File: src/rtl/handshake_receiver.sv
// ============================================================================
// Module   : handshake_receiver
// Brief    : Receive endpoint of a 4-phase req/ack CDC; presents the captured
//            word on a valid/ready stream, counts transfers, flags violations.
// Revision : 1.0 - initial release
// ============================================================================
`default_nettype none

module handshake_receiver #(
    parameter int DATA_WIDTH    = 32,
    parameter int COUNT_WIDTH   = 16,
    parameter int CAPTURE_DELAY = 1
) (
    input  logic                   i_clk,
    input  logic                   i_rst,
    input  logic                   i_req,
    input  logic [DATA_WIDTH-1:0]  i_data,
    output logic                   o_ack,
    output logic                   o_valid,
    input  logic                   i_ready,
    output logic [DATA_WIDTH-1:0]  o_data,
    output logic                   o_busy,
    output logic                   o_proto_err,
    output logic [COUNT_WIDTH-1:0] o_xfer_count
);

    typedef enum logic [1:0] {
        ST_IDLE    = 2'd0,
        ST_SETTLE  = 2'd1,
        ST_PRESENT = 2'd2,
        ST_ACK     = 2'd3
    } state_t;

    localparam logic [3:0] c_delay_init = 4'(CAPTURE_DELAY);

    state_t                 r_state;
    logic [3:0]             r_delay;
    logic [DATA_WIDTH-1:0]  r_data;
    logic                   r_valid;
    logic                   r_ack;
    logic                   r_busy;
    logic                   r_proto_err;
    logic                   r_req_lost;
    logic [COUNT_WIDTH-1:0] r_count;

    state_t                 w_state_next;
    logic [3:0]             w_delay_next;
    logic [DATA_WIDTH-1:0]  w_data_next;
    logic                   w_valid_next;
    logic                   w_ack_next;
    logic                   w_err_next;
    logic                   w_req_lost_next;
    logic [COUNT_WIDTH-1:0] w_count_next;
    logic                   w_lost_now;

    // Sender has dropped req during this presentation (now or earlier).
    assign w_lost_now = r_req_lost | ~i_req;

    always_comb begin
        w_state_next    = r_state;
        w_delay_next    = r_delay;
        w_data_next     = r_data;
        w_valid_next    = r_valid;
        w_ack_next      = r_ack;
        w_err_next      = r_proto_err;
        w_req_lost_next = r_req_lost;
        w_count_next    = r_count;

        case (r_state)
            ST_IDLE: begin
                w_ack_next      = 1'b0;
                w_valid_next    = 1'b0;
                w_req_lost_next = 1'b0;
                if (i_req) begin
                    if (CAPTURE_DELAY == 0) begin
                        w_data_next  = i_data;
                        w_valid_next = 1'b1;
                        w_state_next = ST_PRESENT;
                    end else begin
                        w_delay_next = c_delay_init;
                        w_state_next = ST_SETTLE;
                    end
                end
            end

            ST_SETTLE: begin
                w_delay_next = r_delay - 4'd1;
                if (!i_req) begin
                    w_err_next   = 1'b1;
                    w_state_next = ST_IDLE;
                end else if (r_delay <= 4'd1) begin
                    w_data_next  = i_data;
                    w_valid_next = 1'b1;
                    w_state_next = ST_PRESENT;
                end
            end

            ST_PRESENT: begin
                if (!i_req) begin
                    w_err_next = 1'b1;
                end
                if (i_ready) begin
                    w_valid_next    = 1'b0;
                    w_count_next    = r_count + 1'b1;
                    w_req_lost_next = 1'b0;
                    // A sender that already let go must not see an ack.
                    if (w_lost_now) begin
                        w_ack_next   = 1'b0;
                        w_state_next = ST_IDLE;
                    end else begin
                        w_ack_next   = 1'b1;
                        w_state_next = ST_ACK;
                    end
                end else begin
                    w_req_lost_next = w_lost_now;
                end
            end

            ST_ACK: begin
                if (!i_req) begin
                    w_ack_next   = 1'b0;
                    w_state_next = ST_IDLE;
                end
            end

            default: begin
                w_state_next = ST_IDLE;
            end
        endcase
    end

    always_ff @(posedge i_clk) begin
        if (i_rst) begin
            r_state     <= ST_IDLE;
            r_delay     <= '0;
            r_data      <= '0;
            r_valid     <= 1'b0;
            r_ack       <= 1'b0;
            r_busy      <= 1'b0;
            r_proto_err <= 1'b0;
            r_req_lost  <= 1'b0;
            r_count     <= '0;
        end else begin
            r_state     <= w_state_next;
            r_delay     <= w_delay_next;
            r_data      <= w_data_next;
            r_valid     <= w_valid_next;
            r_ack       <= w_ack_next;
            r_busy      <= (w_state_next != ST_IDLE);
            r_proto_err <= w_err_next;
            r_req_lost  <= w_req_lost_next;
            r_count     <= w_count_next;
        end
    end

    assign o_ack        = r_ack;
    assign o_valid      = r_valid;
    assign o_data       = r_data;
    assign o_busy       = r_busy;
    assign o_proto_err  = r_proto_err;
    assign o_xfer_count = r_count;

endmodule

`default_nettype wire

File: config.mk
export PLATFORM = sky130hd
export DESIGN_NAME = handshake_receiver
export DESIGN_NICKNAME = d
export VERILOG_FILES = /design/src/rtl/handshake_receiver.sv
export SDC_FILE = /design/constraint.sdc
export NUM_CORES = 1
export LEC_CHECK = 0
export ABC_AREA = 1
export CAP_MARGIN = 20
export CELL_PAD_IN_SITES_DETAIL_PLACEMENT = 0
export CELL_PAD_IN_SITES_GLOBAL_PLACEMENT = 1
export CORE_UTILIZATION = 25
export CTS_BUF_LIST = sky130_fd_sc_hd__clkbuf_4
export CTS_CLUSTER_SIZE = 40
export DETAILED_ROUTE_END_ITERATION = 6
export PLACE_DENSITY = 0.76
export SETUP_SLACK_MARGIN = 0.5
export SLEW_MARGIN = 10
export SYNTH_ARGS = -nofsm -noshare
export SYNTH_HDL_FRONTEND = slang
export SYNTH_SLANG_ARGS = --single-unit
export TNS_END_PERCENT = 1
File: constraint.sdc
create_clock -name i_clk -period 1.8 [get_ports i_clk]
set_input_delay 0.27 -clock i_clk [delete_from_list [all_inputs] [get_ports i_clk]]
set_output_delay 0.27 -clock i_clk [all_outputs]
set_load 0.005 [all_outputs]
# After elaboration in Yosys (flattened, before gate mapping)
# Cells that the tools add are included.
# totals
elab_cells	54
in_bits	36
output_inout_bits	52
register_bits	59
# op_classes
eq_ne	8
n_mux	19
bitwise	2
addsub	2
order_cmp	1
n_reduce_logical	13
# op_table
cell	count
16-bit by 1-bit adder with 16-bit output (second input constant)	1
2-bit two-way mux	6
2-bit != test (second input constant)	5
2-bit one-hot mux with 4 select lines	1
4-bit one-hot mux with 2 select lines	1
1-bit two-way mux	7
1-bit one-hot mux with 3 select lines	2
2-bit AND reduction	3
3-bit AND reduction	2
2-bit nonzero test	3
3-bit nonzero test	2
2-bit equality test (second input constant)	2
4-bit by 1-bit <= comparator with 1-bit output (second input constant)	1
4-bit two-way mux	1
4-bit AND reduction	1
4-bit by 1-bit subtractor with 4-bit output (second input constant)	1
2-bit by 1-bit equality test with 1-bit output (second input constant)	1
2-bit zero test	1
1-bit one-hot mux with 2 select lines	1
2-bit OR reduction	1
1-bit NOT	1
1-bit OR	1

# Logic depth before layout (Yosys ltp)
# logic_depth
depth_word	6
depth_mapped	11
depth_no_buf	10

# Worst setup path before layout
# Ideal clock, no wire load.
# synth_path
kind	register -> register
from	register r_state[0]
to	register r_count[13], in the netlist o_xfer_count[13]
setup_slack_ns	0.352
stages_incl_launch_ff	10
path_buffers	0
arrival_time_ns	1.332
setup_ns	0.116
path_cell_list	dfxtp_1 inv_1 ha_1 nand2_2 nor2_1 nand3_1 nor2_1 nand2_1 o21ai_0 nor2_1
# synth_between
elab_chain_len	2
# synth_lines
element	line_no	source
from (decl)	36	state_t r_state;
from (signal assigned)	144	r_state <= w_state_next;
2-bit equality test	69	case (r_state)
2-bit AND reduction (no source line)	--	
to (signal assigned)	152	r_count <= w_count_next;
to (decl)	44	logic [COUNT_WIDTH-1:0] r_count;
# Every way passes these cells.
# A chain may end at the register's enable or synchronous reset.

# Worst setup path after layout
# layout_path
from	register r_count[5], in the netlist o_xfer_count[5]
to	output o_xfer_count[5]
# layout_rtl
element	line_no	source
to (decl)	24	output logic [COUNT_WIDTH-1:0] o_xfer_count
# No word-level cell between the ends.

==> flow_summary_export.csv <==
group,metric,value,unit
flow_run,cap_violations,0,
finish,diodes,0,
finish,area_delta_synth_final,52.8,%
route,ant_nets,0,
setup_path,critical_path_class,"register to output port",
setup_path,crit_fanout,2,
sta,fin_tns_setup,0,ns
setup_path,required,1.53,ns
clock_network,cts.sinks,59,
synthesis,synth_area,2600,sq um
setup_path,worstPathCellList,"clkdlybuf4s50_1",
sta,period_share,0.855,
sta,max_slew_margin,0.825,
setup_path,end_kind,"output port",
sta,skew,0.0150,ns
synthesis,syn_area_per_cell,7.43,sq um
sta,hold_violations,0,
sta,setup_viol,0,
die,rows,36,
finish,postLayoutCoreUtil,0.401,
synthesis,syn_nets,394,
route,routedWlPerCell,11.1,microns
setup_path,crit_path_top_delay_cell,"clkdlybuf4s50_1",
setup_path,path_buf_inv,1,
setup_path,slowest_delay,0.50,ns
placed_design,hpwl,4670,microns
die,die_w,104,microns
global_routing,first_global_vias,2392,
clock_network,cts_tree,"built",
clock_network,clock-root-buffer,"clkbuf_4",
clock_network,cts_buffers,9,
clock_network,clock_path_buffers,2,
setup_path,ff2ff_setup_slack,0.36,ns
sta,tightest_slew,0.260,ns
route,dr_total_vias,2518,
route,drc,0,
min_path,holdCritPathClass,"register to register",
route,drt_iter0_drc,53,
finish,nets,499,
sta,final-max-slew-violation-count,0,
sta,max_freq,650,MHz
clock_network,path_clk_slew,0.11,ns
die,die_h,104,microns
die,core,9910,sq um
sta,rsz0062_at_grt,"yes",
setup_path,start_kind,"register",
clock_network,htree_levels,3,
synthesis,synth_cell_types,27,
die,io_pins,88,
power,p_leak,1.61,nW
finish,drive_gt1_frac,0.172,
power,peakVddDrop,359,uV
run_status,outcome,"finished, final reports clean",
route,detailedRoute.firstPassIterationCount,4,
global_routing,grt_overflow,0,
synthesis,yosys_warnings,0,
placed_design,port_buffers,87,
synthesis,synth-seq-area-share,0.454,
global_routing,grt_max_degree,49,
clock_network,clk_latency,0.41,ns
power,powerDensity,779,nW/um^2
die,dieArea,10800,sq um
sta,period_needed,1.54,ns
setup_path,crit_arrival,1.27,ns
route,routed_wl,6600,microns
route,vias_per_cell,4.25,
setup_path,path_delay_family,"buffers and inverters",
die,start_util,0.263,
global_routing,grt_pass1_wl,10900,microns
synthesis,syn_inst,350,
placed_design,place_congestion,0.832,
global_routing,antenna_found_initial,0,
synthesis,ys_ff_latch,59,
global_routing,grtUsageTotal,0.125,
## worst reg2reg max path, delay by kind of cell (launching register included)
kind	cells	cell delay (ns)
adder cells (fa/ha/maj)	1	0.21
buffers and inverters	1	0.12
flip-flops	1	0.35
AND/OR/NAND/NOR	7	0.67
## metrics by stage
step	setup slack (ns)	hold slack [ns]	std cells	instance area [sq um]	total power [W]
floorplan	0.479	0.440	350	2630	0.00178
global placement	0.109	0.430	562	3630	0.00206
detailed placement	0.0776	0.435	562	3630	0.00207
CTS	0.231	0.425	590	3910	0.00315
global route	0.192	0.439	593	3980	0.00329
finish	0.261	0.446	593	3980	0.00310
## state kept, by name (all words and copies together), names as in the netlist
register,flops
o_xfer_count,16
r_req_lost,1
o_valid,1
r_delay,4
o_data,32
r_state,2
o_busy,1
o_proto_err,1
o_ack,1
## report_power, final
| part | leakage (nW) | switching, W | internal (W) |
|---|---|---|---|
| logic | 1.03 | 0.000258 | 0.000319 |
| registers | 0.493 | 0.0000563 | 0.00140 |
| clock network | 0.0815 | 0.000495 | 0.000568 |
## Yosys cell counts
| library cell | n | area (sq um) |
|---|---|---|
| a21oi_1 | 50 | 250 |
| and3_1 | 1 | 6.26 |
| buf_2 | 2 | 10.0 |
| buf_4 | 1 | 7.51 |
| buf_6 | 6 | 67.6 |
| clkbuf_1 | 4 | 15.0 |
| dfxtp_1 | 59 | 1180 |
| ha_1 | 8 | 100 |
| inv_1 | 71 | 267 |
| inv_2 | 2 | 7.51 |
| nand2_1 | 44 | 165 |
| nand2_2 | 2 | 12.5 |
| nand3_1 | 10 | 50.1 |
| nand3_2 | 1 | 10.0 |
| nand3b_4 | 1 | 20.0 |
| nand4_1 | 3 | 18.8 |
| nor2_1 | 28 | 105 |
| nor2_2 | 2 | 12.5 |
| nor3_1 | 6 | 30.0 |
| nor3b_1 | 2 | 15.0 |
| o211ai_1 | 1 | 7.51 |
| o21a_1 | 1 | 7.51 |
| o21ai_0 | 21 | 105 |
| o21ai_1 | 20 | 100 |
| o21ai_2 | 1 | 8.76 |
| o21bai_1 | 2 | 15.0 |
| o22ai_1 | 1 | 6.26 |
## area by class of cell
type / instances / area, sq um
Clock buffer: 10 / 75.1
Clock inverter: 6 / 80.1
Fill cell: 1042 / 5930
Inverter: 73 / 279
Multi-Input combinational cell: 205 / 1110
Sequential cell: 59 / 1220
Tap cell: 133 / 166
Timing Repair Buffer: 107 / 1040
## cell usage in the layout (no fill, tap or decap), types with 3 or more instances in the layout
cell type / synthesis / final
nand2_1: 44 / 44
dfxtp_4: 0 / 5
dfxtp_2: 0 / 20
o21ai_1: 20 / 23
o21ai_0: 21 / 18
nand3_1: 10 / 9
nor2_1: 28 / 23
ha_1: 8 / 5
clkdlybuf4s50_1: 0 / 80
buf_4: 1 / 18
dfxtp_1: 59 / 34
inv_1: 71 / 69
clkbuf_4: 0 / 10
nor3_1: 6 / 6
dlygate4sd2_1: 0 / 6
nand4_1: 3 / 3
nor2_2: 2 / 6
a21oi_1: 50 / 50
## repair_timing
item / 4_1_cts / 5_1_grt
resized for setup: 29 / 18
pin swaps: 0 / 3
buffers inserted: 12 / 3
endpoints found under the setup margin: 103 / 107
hold buffers: 0 / 0
## path summary, 6_finish.rpt
path / startpoint / end / cells after the start
worst max-delay path: o_xfer_count[5] / o_xfer_count[5] / 1
worst min-delay path: o_data[3] / o_data[3] / 2
worst max register to register: o_xfer_count[0] / o_xfer_count[14] / 9
worst min register to register: o_data[3] / o_data[3] / 2
## routing by layer
layer,wire length [microns],up-vias,track usage
met5,0,-,0
met4,25,0,0.0398
met3,344,5,0.0432
met2,3180,69,0.208
met1,3040,1116,0.150
li1,-,1328,-
## cell families after synthesis
kind of cell,synth area share
adder cells (fa/ha/maj),0.0385
AO/OA/AOI/OAI,0.192
buffers and inverters,0.144
flip-flops,0.454
AND/OR/NAND/NOR,0.171
Power figures use the tool's default switching activity.
